### src/rtl/int_mul_unit.sv
// Iterative RV32M multiply unit (MUL/MULH/MULHSU/MULHU) publishing to the CDB.
// Optional `MUL_EARLY_OUT_EN skips the shift-add loop when an operand is zero.
module int_mul_unit #(
   parameter int TAG_W = 6
) (
   input  logic             clk,
   input  logic             rst,
   input  logic             issue_valid,
   input  logic [31:0]      rs1_data,
   input  logic [31:0]      rs2_data,
   input  logic [TAG_W:0]   rd_token,
   input  logic [2:0]       funct3,
   output logic             ex_done,
   output logic             cdb_req,
   input  logic             cdb_grant,
   output logic             cdb_valid,
   output logic [TAG_W-1:0] cdb_tag,
   output logic [31:0]      cdb_data,
   output logic             busy
);

   typedef enum logic [1:0] {
      IDLE = 2'd0,
      CALC = 2'd1,
      FIX  = 2'd2,
      WB   = 2'd3
   } state_t;

   state_t           state_q, state_d;
   logic [5:0]       count_q, count_d;
   logic [63:0]      acc_q, acc_d;
   logic [63:0]      mcand_q, mcand_d;
   logic [31:0]      mplier_q, mplier_d;
   logic [2:0]       funct3_q, funct3_d;
   logic [TAG_W-1:0] tag_q, tag_d;
   logic             tokValid_q, tokValid_d;
   logic             signA_q, signA_d;
   logic             signB_q, signB_d;
   logic             exDone_q, exDone_d;
   logic [TAG_W-1:0] cdbTag_q, cdbTag_d;
   logic [31:0]      cdbData_q, cdbData_d;

   logic             signA, signB;
   logic [31:0]      magA, magB;
   logic             zeroOperand;
   logic [63:0]      fixProduct;

   // Only MULH treats rs2 as signed; MULH and MULHSU treat rs1 as signed.
   assign signA = rs1_data[31] & ((funct3 == 3'b001) | (funct3 == 3'b010));
   assign signB = rs2_data[31] & (funct3 == 3'b001);
   assign magA  = signA ? (~rs1_data + 32'd1) : rs1_data;
   assign magB  = signB ? (~rs2_data + 32'd1) : rs2_data;

`ifdef MUL_EARLY_OUT_EN
   assign zeroOperand = (rs1_data == 32'h0) | (rs2_data == 32'h0);
`else
   assign zeroOperand = 1'b0;
`endif

   assign fixProduct = (signA_q ^ signB_q) ? (~acc_q + 64'd1) : acc_q;

   always_comb begin
      state_d    = state_q;
      count_d    = count_q;
      acc_d      = acc_q;
      mcand_d    = mcand_q;
      mplier_d   = mplier_q;
      funct3_d   = funct3_q;
      tag_d      = tag_q;
      tokValid_d = tokValid_q;
      signA_d    = signA_q;
      signB_d    = signB_q;
      exDone_d   = 1'b0;
      cdbTag_d   = cdbTag_q;
      cdbData_d  = cdbData_q;

      case (state_q)
         IDLE: begin
            if (issue_valid) begin
               funct3_d   = funct3;
               tag_d      = rd_token[TAG_W-1:0];
               tokValid_d = rd_token[TAG_W];
               signA_d    = signA;
               signB_d    = signB;
               mcand_d    = {32'h0, magA};
               mplier_d   = magB;
               acc_d      = 64'h0;
               count_d    = 6'd0;
               exDone_d   = 1'b1;
               state_d    = zeroOperand ? FIX : CALC;
            end
         end
         CALC: begin
            if (mplier_q[0]) begin
               acc_d = acc_q + mcand_q;
            end
            mcand_d  = {mcand_q[62:0], 1'b0};
            mplier_d = {1'b0, mplier_q[31:1]};
            count_d  = count_q + 6'd1;
            if (count_q == 6'd31) begin
               count_d = 6'd0;
               state_d = FIX;
            end
         end
         FIX: begin
            // Non-multiply encodings (funct3[2] set) always publish zero.
            if (funct3_q[2]) begin
               cdbData_d = 32'h0;
            end else if (funct3_q[1:0] == 2'b00) begin
               cdbData_d = fixProduct[31:0];
            end else begin
               cdbData_d = fixProduct[63:32];
            end
            cdbTag_d = tag_q;
            state_d  = tokValid_q ? WB : IDLE;
         end
         WB: begin
            if (cdb_grant) begin
               state_d = IDLE;
            end
         end
         default: begin
            state_d = IDLE;
         end
      endcase
   end

   always_ff @(posedge clk or negedge rst) begin
      if (!rst) begin
         state_q    <= IDLE;
         count_q    <= 6'd0;
         acc_q      <= 64'h0;
         mcand_q    <= 64'h0;
         mplier_q   <= 32'h0;
         funct3_q   <= 3'b000;
         tag_q      <= '0;
         tokValid_q <= 1'b0;
         signA_q    <= 1'b0;
         signB_q    <= 1'b0;
         exDone_q   <= 1'b0;
         cdbTag_q   <= '0;
         cdbData_q  <= 32'h0;
      end else begin
         state_q    <= state_d;
         count_q    <= count_d;
         acc_q      <= acc_d;
         mcand_q    <= mcand_d;
         mplier_q   <= mplier_d;
         funct3_q   <= funct3_d;
         tag_q      <= tag_d;
         tokValid_q <= tokValid_d;
         signA_q    <= signA_d;
         signB_q    <= signB_d;
         exDone_q   <= exDone_d;
         cdbTag_q   <= cdbTag_d;
         cdbData_q  <= cdbData_d;
      end
   end

   assign ex_done   = exDone_q;
   assign cdb_req   = (state_q == WB);
   assign cdb_valid = (state_q == WB) & cdb_grant;
   assign cdb_tag   = cdbTag_q;
   assign cdb_data  = cdbData_q;
   assign busy      = (state_q != IDLE);

endmodule

### config.mk
export PLATFORM = sky130hd
export DESIGN_NAME = int_mul_unit
export DESIGN_NICKNAME = d
export VERILOG_FILES = /design/src/rtl/int_mul_unit.sv
export SDC_FILE = /design/constraint.sdc
export NUM_CORES = 1
export LEC_CHECK = 0
export CAP_MARGIN = 20
export CORE_MARGIN = 2
export CORE_UTILIZATION = 40
export CTS_CLUSTER_SIZE = 12
export DETAILED_ROUTE_END_ITERATION = 10
export PLACE_DENSITY = 0.54
export SLEW_MARGIN = 15
export SYNTH_ARGS = -nofsm -noshare
export SYNTH_HDL_FRONTEND = slang
export SYNTH_SLANG_ARGS = --single-unit
### constraint.sdc
create_clock -name clk -period 7.9 [get_ports clk]
set_input_delay 1.58 -clock clk [delete_from_list [all_inputs] [get_ports clk]]
set_output_delay 1.58 -clock clk [all_outputs]
set_load 0.01 [all_outputs]
==> key figures <==
Clocking
  • CTS root buffer: clkbuf_16
  • CTS tree: done
  • Post-CTS Resized: 0
  • TritonCTS Buffers: 27
  • H-tree depth: 1
  • Clock-pin slew on the worst setup and hold paths: 0.06 ns
  • Clock Path Buffers: 3
  • Hold_buf cts: 0
  • Clock latency on the worst-skew pair: 0.57 ns
  • CTS sink count: 219
  • Setup Fix Bufs, Post-CTS: 0

Floorplan
  • Io pins: 120
  • Row cnt: 70
  • Die Area: 0.0386 mm^2
  • Die H: 197 um
  • DIE WIDTH: 197 um
  • Initial Util: 40.6%
  • Core area: 0.0365 mm^2

Logic synthesis
  • Post-Syn Area per Cell: 8.40 um^2
  • Simple-Gate Fraction of Synth Area: 17.3%
  • Post-Syn Area: 0.0148 mm^2
  • Post-synth cell types: 79
  • Post-synthesis mux area share: 0.456%
  • Yosys warning count: 0
  • Post-synthesis adder-cell area fraction: 5.79%
  • Post-synth EDFFs: 0
  • Predominant post-synthesis flop cell: dfrtp_1
  • Main combinational cell family by area after synthesis: compound AO/OA/AOI/OAI gates
  • Post-synthesis sequential area ratio: 36.9%
  • Complex-gate fraction of the synthesized area: 25.4%
  • Syn Nets: 1912
  • Synth Register Bits: 219
  • Async SR Flop Fraction: 100%
  • Post-Synth XOR/XNOR Area: 10.7%
  • Post-Syn Instances: 1766

Setup path
  • Bufs and invs on worst path: 2
  • Critical path type: in -> out
  • Peak per-stage delay on the critical path: 0.53 ns
  • R2R cell count: 14
  • Reg-to-Reg Start: acc_q[0]
  • R2R setup slack: 3.74 ns
  • Crit path max-delay family: buffers and inverters
  • Slowest cell on crit path: clkdlybuf4s50_1
  • Crit end category: primary output
  • Max FO, Critical Path: 2
  • Worst path depth: 3
  • Cells along the critical path: clkdlybuf4s50_1 -> and3_1 -> clkdlybuf4s50_1
  • Worst Setup SP: cdb_grant
  • Worst setup path endpoint: cdb_valid
  • Critical path data arrival time: 2.72 ns
  • CP most frequent cell: clkdlybuf4s50_1
  • Capture point of the worst reg-to-reg path: acc_q[58]
  • Critical path required time: 6.32 ns
  • CP startpoint kind: primary input

Layout
  • FF/Latch Area: 0.00548 mm^2
  • Fin area: 0.0174 mm^2
  • Most frequent cells in the layout: nand2_1 (285), o21ai_0 (253), dfrtp_1 (219), clkdlybuf4s50_1 (118), a21oi_1 (111)
  • Fill cells: 3582
  • Final net count: 1977
  • Layout cells sized above 1: 5.46%
  • Final Util: 47.6%
  • Syn-to-layout area delta: 17.2%
  • # diodes: 0
  • Multi-input logic area: 0.00890 mm^2
  • Most common cell after layout, fill and taps aside: nand2_1

Run
  • Max cap viols: 0

Timing
  • Worst Skew: 0.0224 ns
  • Fmax: 233 MHz
  • Setup violations, final: 0
  • Worst-Margin Slew: 0.873 ns
  • Final hold vios: 0
  • Final cycle utilization of the critical path: 54.4%
  • Post-route minimum period: 4.30 ns
  • Fin Setup TNS: 0 ns
  • Max-slew violations: 0
  • Max-slew headroom: 41.8%
  • RSZ-0062 raised after global routing: false
  • Worst hold slack: 0.467 ns

Placed design
  • DP HPWL: 32000 um
  • I/O Buffers: 119
  • Placer congestion estimate: 0.904
  • Placed cell areas: 0.0164 mm^2

Global routing
  • Total congestion overflow: 0
  • Vias in the first global route: 12.8k
  • All-Layer GR Usage: 22.3%
  • Initial antenna violation count: 0
  • Largest net degree at the start of global routing: 91
  • First-pass GRT wire length: 70000 um

Power
  • Logic pwr share: 50.3%
  • Pwr/cell area: 399 mW/mm^2
  • Psw: 3.14 mW
  • Sw frac: 45.2%
  • VDD IR max: 159 uV
  • Leak: 7.39 nW
  • Int Pwr: 3.81 mW
  • Final Power: 6.94 mW
  • Power share of the clock group: 19.9%
  • Seq pwr share: 29.8%

Drt
  • Iteration-0 DRC count of the detailed router: 898
  • Post-route ant nets: 0
  • DRC viols: 0
  • DR vias: 13.3k
  • WL/cell: 18.6 um
  • First-pass DRT Iterations: 6
  • Detailed Route WL: 43000 um
  • Vias per Instance: 5.72

Hold path
  • Min-delay src: tag_q[5]
  • Worst hold path class: reg -> reg

Run status
  • Status: completed
==> state kept, by name (all words and copies together), names as in the netlist, 2 cells and up <==
register and flops:
acc_q 64, cdb_data 32, cdb_tag 6, count_q 6
funct3_q 3, mcand_q 64, mplier_q 32, state_q 2
tag_q 6
==> power groups by stage <==
stage	registers (mW)	clock network [mW]	logic, mW
floorplan	1.91	0	2.55
global placement	2.08	0	3.47
detailed placement	2.09	0	3.49
CTS	2.07	1.41	3.50
global route	2.13	1.45	3.93
finish	2.07	1.38	3.49
==> through the flow <==
step / setup WS [ns] / std cells
after floorplan: 3.94 / 1766
after global placement: 3.10 / 2269
after global routing: 3.50 / 2318
after CTS: 3.59 / 2317
final: 3.60 / 2318
after detailed placement: 3.09 / 2269
==> cell families (layout without fill, tap and decap cells) <==
logic type      count (synthesis)  after routing
buf+inv                       132            216
fa+ha+maj                      68             68
xor+xnor                      181            181
simple gates                  556            556
mux                             6              6
flops                         219            219
compound gates                604            604
==> worst min path at each step <==
stage	to	cells past startpoint	slack, ns
2_1_floorplan	tag_q[0]	2	0.44
3_5_place_dp	tag_q[5]	2	0.46
5_1_grt	tag_q[1]	2	0.50
3_3_place_gp	tag_q[2]	2	0.46
6_report	tag_q[5]	2	0.47
4_1_cts	tag_q[5]	2	0.47
==> tightest hold or removal path: stages, from the launching register on <==
cell	delay [ns]
dfrtp_1	0.33
nand2_1	0.05
nand2_1	0.05
==> routing by layer <==
metal	wire length (um)	part of all wire (%)	track usage, %	up-vias
met4	690	1.6	4.49	0
met2	19400	45	35.3	288
met1	21100	49	33.0	6397
li1	-	-	-	6532
met3	1830	4.3	2.50	44
met5	0	0	0	-
==> layout make-up <==
| type | count | share of cell area, % |
|---|---|---|
| Multi-Input combinational cell | 1415 | 51.2 |
| Tap cell | 468 | 3.37 |
| Clock inverter | 13 | 1.49 |
| Clock buffer | 35 | 4.12 |
| Timing Repair Buffer | 135 | 7.59 |
| Sequential cell | 219 | 31.5 |
| Inverter | 33 | 0.712 |
==> synth_stat cells (20+ instances only) <==
master	n	area [um^2]
a21o_1	29	218
a21oi_1	111	556
a22oi_1	57	428
a31oi_1	20	125
clkbuf_1	87	327
dfrtp_1	219	5480
ha_1	67	838
inv_1	33	124
nand2_1	286	1070
nand4_1	21	131
nor2_1	96	360
nor3_1	32	160
o21ai_0	253	1270
o31ai_1	25	188
xnor2_1	87	762
xor2_1	94	823
(Power assumes the default switching activity.)
